### src/rtl/adder_accumulator.sv
// Sums each group of LEN consecutive valid adder results into a wider total
// and presents it on a one-entry valid/ready buffer; unbufferable totals set a sticky drop flag.
`timescale 1ns/1ps
module adder_accumulator #(
  parameter int BITS = 8,
  parameter int LEN  = 4,
  localparam int ACC_BITS = BITS + $clog2(LEN),
  localparam int CNT_BITS = $clog2(LEN + 1)
) (
  input  logic                clk,
  input  logic                rst_n,
  input  logic                valid_in,
  input  logic [BITS-1:0]     data_in,
  input  logic                clear,
  output logic [ACC_BITS-1:0] sum_out,
  output logic                sum_valid,
  input  logic                sum_ready,
  output logic [CNT_BITS-1:0] cnt,
  output logic                drop
);

  logic [ACC_BITS-1:0] acc;
  logic [ACC_BITS-1:0] total;
  logic                take;
  logic                last;
  logic                complete;
  logic                handshake;
  logic                buf_free;

  always_comb begin
    take      = valid_in && !clear;
    last      = (cnt == CNT_BITS'(LEN - 1));
    complete  = take && last;
    total     = acc + ACC_BITS'(data_in);
    handshake = sum_valid && sum_ready;
    // The buffer can take a new total if it is empty or drains on this edge.
    buf_free  = !sum_valid || sum_ready;
  end

  always_ff @(posedge clk or negedge rst_n) begin
    if (!rst_n) begin
      acc <= '0;
      cnt <= '0;
    end else if (clear || complete) begin
      acc <= '0;
      cnt <= '0;
    end else if (valid_in) begin
      acc <= total;
      cnt <= cnt + CNT_BITS'(1);
    end
  end

  always_ff @(posedge clk or negedge rst_n) begin
    if (!rst_n) begin
      sum_out   <= '0;
      sum_valid <= 1'b0;
      drop      <= 1'b0;
    end else if (complete) begin
      if (buf_free) begin
        sum_out   <= total;
        sum_valid <= 1'b1;
      end else begin
        drop <= 1'b1;
      end
    end else if (handshake) begin
      sum_valid <= 1'b0;
    end
  end

endmodule
### config.mk
export PLATFORM = sky130hd
export DESIGN_NAME = adder_accumulator
export DESIGN_NICKNAME = d
export VERILOG_FILES = /design/src/rtl/adder_accumulator.sv
export SDC_FILE = /design/constraint.sdc
export NUM_CORES = 1
export LEC_CHECK = 0
export CELL_PAD_IN_SITES_DETAIL_PLACEMENT = 0
export CELL_PAD_IN_SITES_GLOBAL_PLACEMENT = 1
export CORE_ASPECT_RATIO = 0.75
export CORE_MARGIN = 3
export CORE_UTILIZATION = 41
export DETAILED_ROUTE_END_ITERATION = 8
export PLACE_DENSITY = 0.88
export RECOVER_POWER = 100
export REMOVE_ABC_BUFFERS = 1
export SETUP_SLACK_MARGIN = 0.02
export SLEW_MARGIN = 40
export SYNTH_ARGS = -nofsm -noshare
export SYNTH_HDL_FRONTEND = slang
export SYNTH_SLANG_ARGS = --single-unit
### constraint.sdc
create_clock -name clk -period 4.53 [get_ports clk]
set_input_delay 0.906 -clock clk [delete_from_list [all_inputs] [get_ports clk]]
set_output_delay 0.906 -clock clk [all_outputs]
set_load 0.01 [all_outputs]
==> results of run 1 <==
==> cell families (layout without fill, tap and decap cells) <==
kind of cell | count (synthesis) | count (layout) | share of synthesized area
buffers and inverters | 8 | 36 | 0.0236
XOR/XNOR | 8 | 8 | 0.0528
adder cells (fa/ha/maj) | 11 | 11 | 0.109
AO/OA/AOI/OAI | 35 | 35 | 0.194
multiplexers | 2 | 2 | 0.0170
flip-flops | 25 | 25 | 0.471
AND/OR/NAND/NOR | 37 | 37 | 0.132
==> power by group <==
| part | total, mW | leakage (nW) | internal [mW] | switching [mW] |
|---|---|---|---|---|
| registers | 0.285 | 0.337 | 0.259 | 0.0260 |
| logic | 0.195 | 0.466 | 0.0994 | 0.0956 |
| clock network | 0.131 | 0.0228 | 0.0628 | 0.0680 |
==> tightest hold or removal path: stages, from the launching register on <==
cell and delay, ps:
dfrtp_1 350, nand2_1 50, nand2_1 50
==> cell usage in the layout, fill, tap and decap left out, types with 5 or more instances in the layout <==
cell type,netlist,layout
a21oi_1,6,6
a22o_1,7,7
clkdlybuf4s50_1,0,9
dfrtp_1,25,25
dlygate4sd3_1,0,17
ha_1,10,10
inv_1,5,5
nand2_1,23,23
o21ai_0,5,6
xnor2_1,7,7
==> per-stage QoR <==
stage | util | area (um2) | hold WS (ps) | setup WS [ps]
floorplan | - | 1320 | 475 | 2030
global placement | 0.541 | 1630 | 462 | 1460
detailed placement | 0.539 | 1630 | 465 | 1400
CTS | 0.554 | 1670 | 489 | 1680
global route | 0.551 | 1670 | 499 | 1430
finish | 0.551 | 1670 | 475 | 1600
==> per-layer routing <==
| layer | track usage | vias to the layer above |
|---|---|---|
| met5 | 0 | - |
| met4 | 0.00804 | 0 |
| met3 | 0.0527 | 2 |
| met2 | 0.263 | 25 |
| met1 | 0.202 | 485 |
| li1 | - | 502 |
==> layout make-up <==
| class | count | area (um2) |
|---|---|---|
| Multi-Input combinational cell | 93 | 664 |
| Sequential cell | 25 | 626 |
| Timing Repair Buffer | 27 | 264 |
| Fill cell | 274 | 1360 |
| Tap cell | 38 | 47.5 |
| Clock buffer | 4 | 45.0 |
| Inverter | 5 | 18.8 |
==> flip-flops by register name, indices dropped and copies added, names as in the netlist <==
| name | count |
|---|---|
| cnt | 3 |
| acc | 10 |
| sum_valid | 1 |
| drop | 1 |
| sum_out | 10 |
==> worst max path at each step <==
| stage | slack, ps | end | startpoint |
|---|---|---|---|
| 3_5_place_dp | 1400 | sum_out[6]$_DFFE_PN0P_ | data_in[0] |
| 6_report | 1600 | sum_out[6]$_DFFE_PN0P_ | data_in[0] |
| 4_1_cts | 1680 | sum_out[6]$_DFFE_PN0P_ | data_in[0] |
| 2_1_floorplan | 2030 | sum_out[6]$_DFFE_PN0P_ | data_in[0] |
| 5_1_grt | 1430 | sum_out[6]$_DFFE_PN0P_ | data_in[0] |
| 3_3_place_gp | 1460 | sum_out[6]$_DFFE_PN0P_ | data_in[0] |
==> impl_metrics.tcl, run 1 <==
set metrics [dict create \
    crit_cells 9 \
    rows 17 \
    dp_cells 188 \
    drv_slew 0 \
    holdBufCountCts 0 \
    io_buffers 27 \
    m1WireLength_um 1290 \
    antenna_left 0 \
    grt_usage 0.155 \
    fin_cells 192 \
    grt_pass1_vias 1082 \
    finalCritPeriodShare 0.646 \
    maxCapViolCount 0 \
    leakagePower_nw 0.827 \
    vias_per_cell 5.28 \
    wl_met3_um 201 \
    antenna_found_initial 0 \
    synthArstFlopShare 1.00 \
    clockBufferDepth 2 \
    setup_viol 0 \
    core-area_um2 3020 \
    synthToLayoutAreaGrowth_pct 25.4 \
    cts_max_level 1 \
    synth-seq-area-share 0.471 \
    tns_ps 0 \
    synth_top_flop_cell "dfrtp_1" \
    die_w_um 71.7 \
    crit_type "in2reg" \
    cpMaxStageDelayCell "dlygate4sd3_1" \
    p_total_uw 611 \
    cp.arrival_ps 3080 \
    die_area_um2 3960 \
    ir_drop_v 0.000154 \
    drive_gt1_frac 0.0779 \
    crit_required_ps 4690 \
    slew_headroom 0.115 \
    synth_edf_count 0 \
    rsz0062_at_grt "false" \
    drtPass1Iterations 4 \
    remaining_drc_errors 0 \
    yosysTopAreaCell "dfrtp_1" \
    vias 1014 \
    diodes 0 \
    nNetsFinal 179 \
    met2_wirelength_um 1320 \
    cp-start-kind "primary input" \
    rr_endpoint "acc[8]$_DFFE_PN0P_" \
    reg2reg_slack_ps 2290 \
    synth_top_area_frac 0.471 \
    min_period_ps 2930 \
    avgRoutedWirePerCell_um 14.7 \
    max_stage_delay_ps 530 \
    yosysWarnings 0 \
    drt_iter0_drc 54 \
    ys_ff_latch 25 \
    place.gp.congestion 0.814 \
    syn_area_um2 1330 \
    cts_buffers 3 \
    hold_path_depth 2 \
    clk_pin_slew_ps 90 \
    highest_layer "met4" \
    ctsRootBufferMaster "clkbuf_8" \
    whs_endpoint "sum_out[3]$_DFFE_PN0P_" \
    grt_max_degree 26 \
    yosysMostFrequentCell "dfrtp_1" \
    postCtsSetupRepairBufs 0 \
    min_from "sum_out[3]$_DFFE_PN0P_" \
    synth_cells 126 \
    end_kind "register" \
    skew_ps 6.27 \
    path_max_fanout 3 \
    hp-class "reg2reg" \
    wirelength_um 2820 \
    netlist_top_cells_count "25 x dfrtp_1, 23 x nand2_1, 10 x ha_1, 7 x a22o_1, 7 x xnor2_1" \
    grt_pass1_wl_um 5000 \
    cts-resized-gates 0 \
    r2r-start "cnt[0]$_DFFE_PN0P_" \
    power_density_nw_per_um2 367 \
    hold_viol_final 0 \
    clock_latency_ps 270 \
    clock-sinks 25 \
    synth.area.top_cells "dfrtp_1 47%, ha_1 9.4%, nand2_1 6.5%" \
    crit_path_cell_trace "dlygate4sd3_1 > ha_1 > inv_1 > fa_1 > nand2b_1 > a21oi_1 > a31oi_1 > xnor2_1 > mux2_2" \
    ys_types 32 \
    io_pins 28 \
    synth_area_per_cell_um2 10.5 \
    dp_hpwl_um 2140 \
    fmax_ghz 0.342 \
    cp_num_buf_inv 2 \
    worstRegToRegCells 5 \
    die_h_um 55.3 \
    run_status "finished clean" \
    tightest_slew_ps 1330 \
    initial_core_util 0.440 \
    grt_overflow 0 \
    critical_path.top_delay_family "buffers and inverters" \
    cts_tree "yes" \
]
Note: power is estimated with default switching activity, not from simulation.
==> run 2: changes to the inputs <==
--- a/config.mk
+++ b/config.mk
@@ -9,9 +9,9 @@
 export CELL_PAD_IN_SITES_GLOBAL_PLACEMENT = 1
 export CORE_ASPECT_RATIO = 0.75
 export CORE_MARGIN = 3
-export CORE_UTILIZATION = 41
+export CORE_UTILIZATION = 35
 export DETAILED_ROUTE_END_ITERATION = 8
-export PLACE_DENSITY = 0.88
+export PLACE_DENSITY = 0.81
 export RECOVER_POWER = 100
 export REMOVE_ABC_BUFFERS = 1
 export SETUP_SLACK_MARGIN = 0.02
==> constraint.sdc (replaced) <==
create_clock -name clk -period 2.48 [get_ports clk]
set_input_delay 0.496 -clock clk [delete_from_list [all_inputs] [get_ports clk]]
set_output_delay 0.496 -clock clk [all_outputs]
set_load 0.01 [all_outputs]
==> run 2 against run 1 <==
Net effect:
- worst hold slack improved by 4.0 ps
- largest power group unchanged
- register-to-register slack got worse by 1800 ps
- worst setup slack got worse by 1500 ps
- wire length increased by 5.8%
- combinational power increased by 87%
- global-route usage decreased by 1.5 points
- highest routed layer unchanged
- first-iteration DRC count decreased by 26%
==> impl_metrics.tcl, run 2 (synthesis results as in run 1) <==
set metrics [dict create \
    run_status "finished clean" \
    fin_cells 211 \
    hold_viol_final 0 \
    reg_top3 "acc (10), sum_out (10), cnt (3)" \
    finalCritPeriodShare 0.971 \
    leakagePower_nw 0.853 \
    fmax_ghz 0.415 \
    avgRoutedWirePerCell_um 14.1 \
    remaining_drc_errors 0 \
    p_total_mw 1.14 \
    die_area_um2 4580 \
    maxCapViolCount 0 \
    antenna_found_initial 0 \
    place.gp.congestion 0.791 \
    clk_pin_slew_ps 100 \
    min_from "sum_out[3]$_DFFE_PN0P_" \
    grt_usage 0.140 \
    cp-start-kind "primary input" \
    cp.arrival_ps 2570 \
    clock-sinks 25 \
    power_density_nw_per_um2 659 \
    grt_pass1_vias 1106 \
    whs_endpoint "sum_out[3]$_DFFE_PN0P_" \
    drtPass1Iterations 4 \
    wirelength_um 2980 \
    setup_viol 0 \
    dp_hpwl_um 2230 \
    vias 1053 \
    crit_required_ps 2640 \
    clockBufferDepth 2 \
    drv_slew 0 \
    grt_overflow 0 \
    synthToLayoutAreaGrowth_pct 30.3 \
    cts_tree "yes" \
    rr_endpoint "sum_out[6]$_DFFE_PN0P_" \
    r2r-start "acc[0]$_DFFE_PN0P_" \
    tns_ps 0 \
    io_buffers 27 \
    diodes 0 \
    clock_latency_ps 280 \
    hold_path_depth 2 \
    rows 18 \
    die_h_um 59.3 \
    whs_ps 479 \
    cts-resized-gates 0 \
    path_max_fanout 3 \
    ir_drop_v 0.000403 \
    nNetsFinal 186 \
    core-area_um2 3470 \
    cts_buffers 3 \
    hp-class "reg2reg" \
    final_cell_mix "25 x dfrtp_1, 23 x nand2_1, 18 x dlygate4sd3_1, 10 x ha_1, 9 x clkdlybuf4s50_1" \
    reg2reg_slack_ps 490 \
    slew_headroom 0.0839 \
    end_kind "register" \
    initial_core_util 0.383 \
    antenna_left 0 \
    min_period_ps 2410 \
    tightest_slew_ps 1370 \
    crit_type "in2reg" \
    worstRegToRegCells 8 \
    ctsRootBufferMaster "clkbuf_8" \
    holdBufCountCts 0 \
    dp_cells 207 \
    final_common_cell "dfrtp_1" \
    io_pins 28 \
    postCtsSetupRepairBufs 0 \
    drive_gt1_frac 0.0994 \
    stdcell_area_um2 1730 \
    drt_iter0_drc 40 \
    skew_ps 10.8 \
    rsz0062_at_grt "false" \
    vias_per_cell 4.99 \
    die_w_um 77.1 \
    cts_max_level 1 \
    grt_max_degree 26 \
    post_dp_cell_area_um2 1700 \
    grt_pass1_wl_um 5020 \
]
## run 2: metal layers
metal  vias up  global-route usage  share of wire
met3         6              0.0456          0.059
met1       495               0.191           0.50
li1        518                   -              -
met5         -                   0              0
met2        34               0.212           0.42
met4         0              0.0482          0.015
## run 2: worst max-delay path: stages
cell and delay [ps]:
dlygate4sd3_1 550, clkbuf_4 140, ha_1 310, a211oi_1 250, o21a_1 260, o21ai_0 150
xnor2_1 160, mux2_2 270
## run 2: where the power goes
part           switching (mW)  total, mW  internal (mW)  leakage [nW]
combinational           0.177      0.365          0.188         0.493
sequential             0.0470      0.520          0.473         0.337
clock                   0.139      0.253          0.114        0.0217
total                   0.363       1.14          0.776         0.853
## run 2: metrics by stage
| stage | setup WS, ps | utilization |
|---|---|---|
| 6_report | 72.9 | 0.499 |
| 5_1_grt | 36.6 | 0.499 |
| 4_1_cts | 143 | 0.504 |
| 3_5_place_dp | -132 | 0.490 |
| 3_3_place_gp | -83.3 | 0.490 |
| 2_1_floorplan | 394 | - |
## run 2: final cells by class
class	count	area (um2)
fillers	354	1740
multi-input cells	93	662
flip-flops and latches	25	626
repair buffers	34	312
well taps	50	62.6
clock buffers	3	41.3
inverters	5	18.8
clock inverters	1	7.51
## run 2: how the worst max path moves through the flow
stage | depth (start not counted) | startpoint | end
after CTS | 9 | data_in[0] | sum_out[6]$_DFFE_PN0P_
after detailed placement | 9 | data_in[0] | sum_out[6]$_DFFE_PN0P_
after floorplan | 8 | data_in[0] | sum_out[6]$_DFFE_PN0P_
after global placement | 9 | data_in[0] | sum_out[6]$_DFFE_PN0P_
final | 8 | data_in[1] | sum_out[7]$_DFFE_PN0P_
after global routing | 9 | data_in[0] | sum_out[6]$_DFFE_PN0P_
==> run 3: changes to the inputs <==
--- a/config.mk
+++ b/config.mk
@@ -9,9 +9,9 @@
 export CELL_PAD_IN_SITES_GLOBAL_PLACEMENT = 1
 export CORE_ASPECT_RATIO = 0.75
 export CORE_MARGIN = 3
-export CORE_UTILIZATION = 35
+export CORE_UTILIZATION = 38
 export DETAILED_ROUTE_END_ITERATION = 8
-export PLACE_DENSITY = 0.81
+export PLACE_DENSITY = 0.83
 export RECOVER_POWER = 100
 export REMOVE_ABC_BUFFERS = 1
 export SETUP_SLACK_MARGIN = 0.02
==> constraint.sdc (replaced) <==
create_clock -name clk -period 2.6 [get_ports clk]
set_input_delay 0.52 -clock clk [delete_from_list [all_inputs] [get_ports clk]]
set_output_delay 0.52 -clock clk [all_outputs]
set_load 0.01 [all_outputs]
==> run 3 against run 2 <==
Net effect:
- final area shrank 1.2%
- critical path type unchanged
- non-clock buffer count shrank 1
- clock-buffer cell count is the same
- wire length shrank 2.6%
- largest power group unchanged
- utilization grew 4.8 points
==> impl_metrics.tcl, run 3 (synthesis results as in run 1) <==
set metrics [dict create \
    finalCritPeriodShare 0.899 \
    avgRoutedWirePerCell_um 14.7 \
    drt_iter0_drc 40 \
    grt_pass1_wl_um 4940 \
    rr_endpoint "sum_out[6]$_DFFE_PN0P_" \
    grt_pass1_vias 1080 \
    fmax_ghz 0.428 \
    antenna_found_initial 0 \
    leakagePower_nw 0.855 \
    maxCapViolCount 0 \
    cp-endpoint "sum_out[6]$_DFFE_PN0P_" \
    vias_per_cell 5.40 \
    p_total_mw 1.07 \
    ir_drop_v 0.000318 \
    cp-start-kind "primary input" \
    initial_core_util 0.425 \
    grt_max_degree 26 \
    rows 17 \
    fill_cells 279 \
    drv_slew 0 \
    final_cell_mix "25 x dfrtp_1, 23 x nand2_1, 18 x dlygate4sd3_1, 10 x ha_1, 9 x clkdlybuf4s50_1" \
    clock_latency_ps 270 \
    die_w_um 74.3 \
    cts_max_level 1 \
    cts_tree "yes" \
    crit_type "in2reg" \
    core-area_um2 3130 \
    skew_ps 1.79 \
    dpl_worst_slack_ps -16.7 \
    grt_usage 0.148 \
    crit_start "data_in[1]" \
    run_status "finished clean" \
    grt_overflow 0 \
    power_density_nw_per_um2 628 \
    postCtsSetupRepairBufs 0 \
    holdBufCountCts 0 \
    antenna_left 0 \
    hp-class "reg2reg" \
    slew_headroom 0.122 \
    setup_viol 0 \
    rsz0062_at_grt "false" \
    r2r-start "acc[0]$_DFFE_PN0P_" \
    die_h_um 57.2 \
    worstRegToRegCells 8 \
    reg_top3 "acc (10), sum_out (10), cnt (3)" \
    cts-resized-gates 0 \
    die_area_um2 4250 \
    end_kind "register" \
    nNetsFinal 185 \
    cp.arrival_ps 2500 \
    hold_viol_final 0 \
    tightest_slew_ps 1320 \
    wirelength_um 2900 \
    place.gp.congestion 0.825 \
    final_util 0.546 \
    io_pins 28 \
    reg2reg_slack_ps 620 \
    final_common_cell "dfrtp_1" \
    diodes 0 \
    clk_pin_slew_ps 90 \
    vias 1070 \
    drive_gt1_frac 0.100 \
    drtPass1Iterations 4 \
    crit_required_ps 2760 \
    io_buffers 27 \
    dp_hpwl_um 2290 \
    min_period_ps 2340 \
    path_max_fanout 2 \
    ctsRootBufferMaster "clkbuf_8" \
    remaining_drc_errors 0 \
    clock-sinks 25 \
    cts_buffers 3 \
    synthToLayoutAreaGrowth_pct 28.7 \
    worst_slack_ps 262 \
    clockBufferDepth 2 \
]
run 3: changes by cell type in the layout (fill, tap and decap cells not counted):
cell        delta
clkinv_2       +1
clkbuf_1       -1
clkinvlp_4     -1
run 3: area by class of cell:
type / count / area [um2] / share of cell area
Clock buffer: 3 / 41.3 / 0.0242
Clock inverter: 1 / 5.00 / 0.00293
Inverter: 5 / 18.8 / 0.0110
Multi-Input combinational cell: 93 / 662 / 0.388
Sequential cell: 25 / 626 / 0.366
Tap cell: 38 / 47.5 / 0.0278
Timing Repair Buffer: 33 / 308 / 0.180
run 3: worst min-delay path by stage:
stage	endpoint	depth (start not counted)	start	slack (ps)
global placement	sum_out[3]$_DFFE_PN0P_	2	sum_out[3]$_DFFE_PN0P_	460
finish	sum_out[2]$_DFFE_PN0P_	2	sum_out[2]$_DFFE_PN0P_	470
global route	sum_out[9]$_DFFE_PN0P_	2	sum_out[9]$_DFFE_PN0P_	500
floorplan	acc[0]$_DFFE_PN0P_	0	rst_n	220
CTS	sum_out[2]$_DFFE_PN0P_	2	sum_out[2]$_DFFE_PN0P_	490
detailed placement	sum_out[2]$_DFFE_PN0P_	2	sum_out[2]$_DFFE_PN0P_	460
run 3: critical path, cell delays in order:
cell and delay [ps]:
dlygate4sd3_1 560, inv_1 70, fa_1 440, nand2b_1 160, a21oi_1 190, a31oi_1 130
xnor2_1 160, mux2_2 270
run 3: where the power goes:
part / leakage [nW] / internal [mW] / total [mW] / switching (mW)
sequential: 0.337 / 0.451 / 0.496 / 0.0450
clock: 0.0255 / 0.107 / 0.229 / 0.122
combinational: 0.492 / 0.179 / 0.347 / 0.169
total: 0.855 / 0.737 / 1.07 / 0.335
run 3: routing by layer:
| metal | track usage | wire [um] |
|---|---|---|
| met4 | 0.0152 | 17 |
| met1 | 0.204 | 1350 |
| met2 | 0.235 | 1300 |
| met3 | 0.0511 | 243 |
| met5 | 0 | 0 |
run 3: metrics by stage:
| step | instances | setup TNS [ps] | hold slack, ps | area [um2] |
|---|---|---|---|---|
| after global placement | 194 | 0 | 462 | 1680 |
| after global routing | 198 | 0 | 500 | 1710 |
| after floorplan | 123 | 0 | 224 | 1320 |
| final | 198 | 0 | 473 | 1710 |
| after detailed placement | 194 | -18.6 | 464 | 1680 |
| after CTS | 198 | 0 | 486 | 1720 |
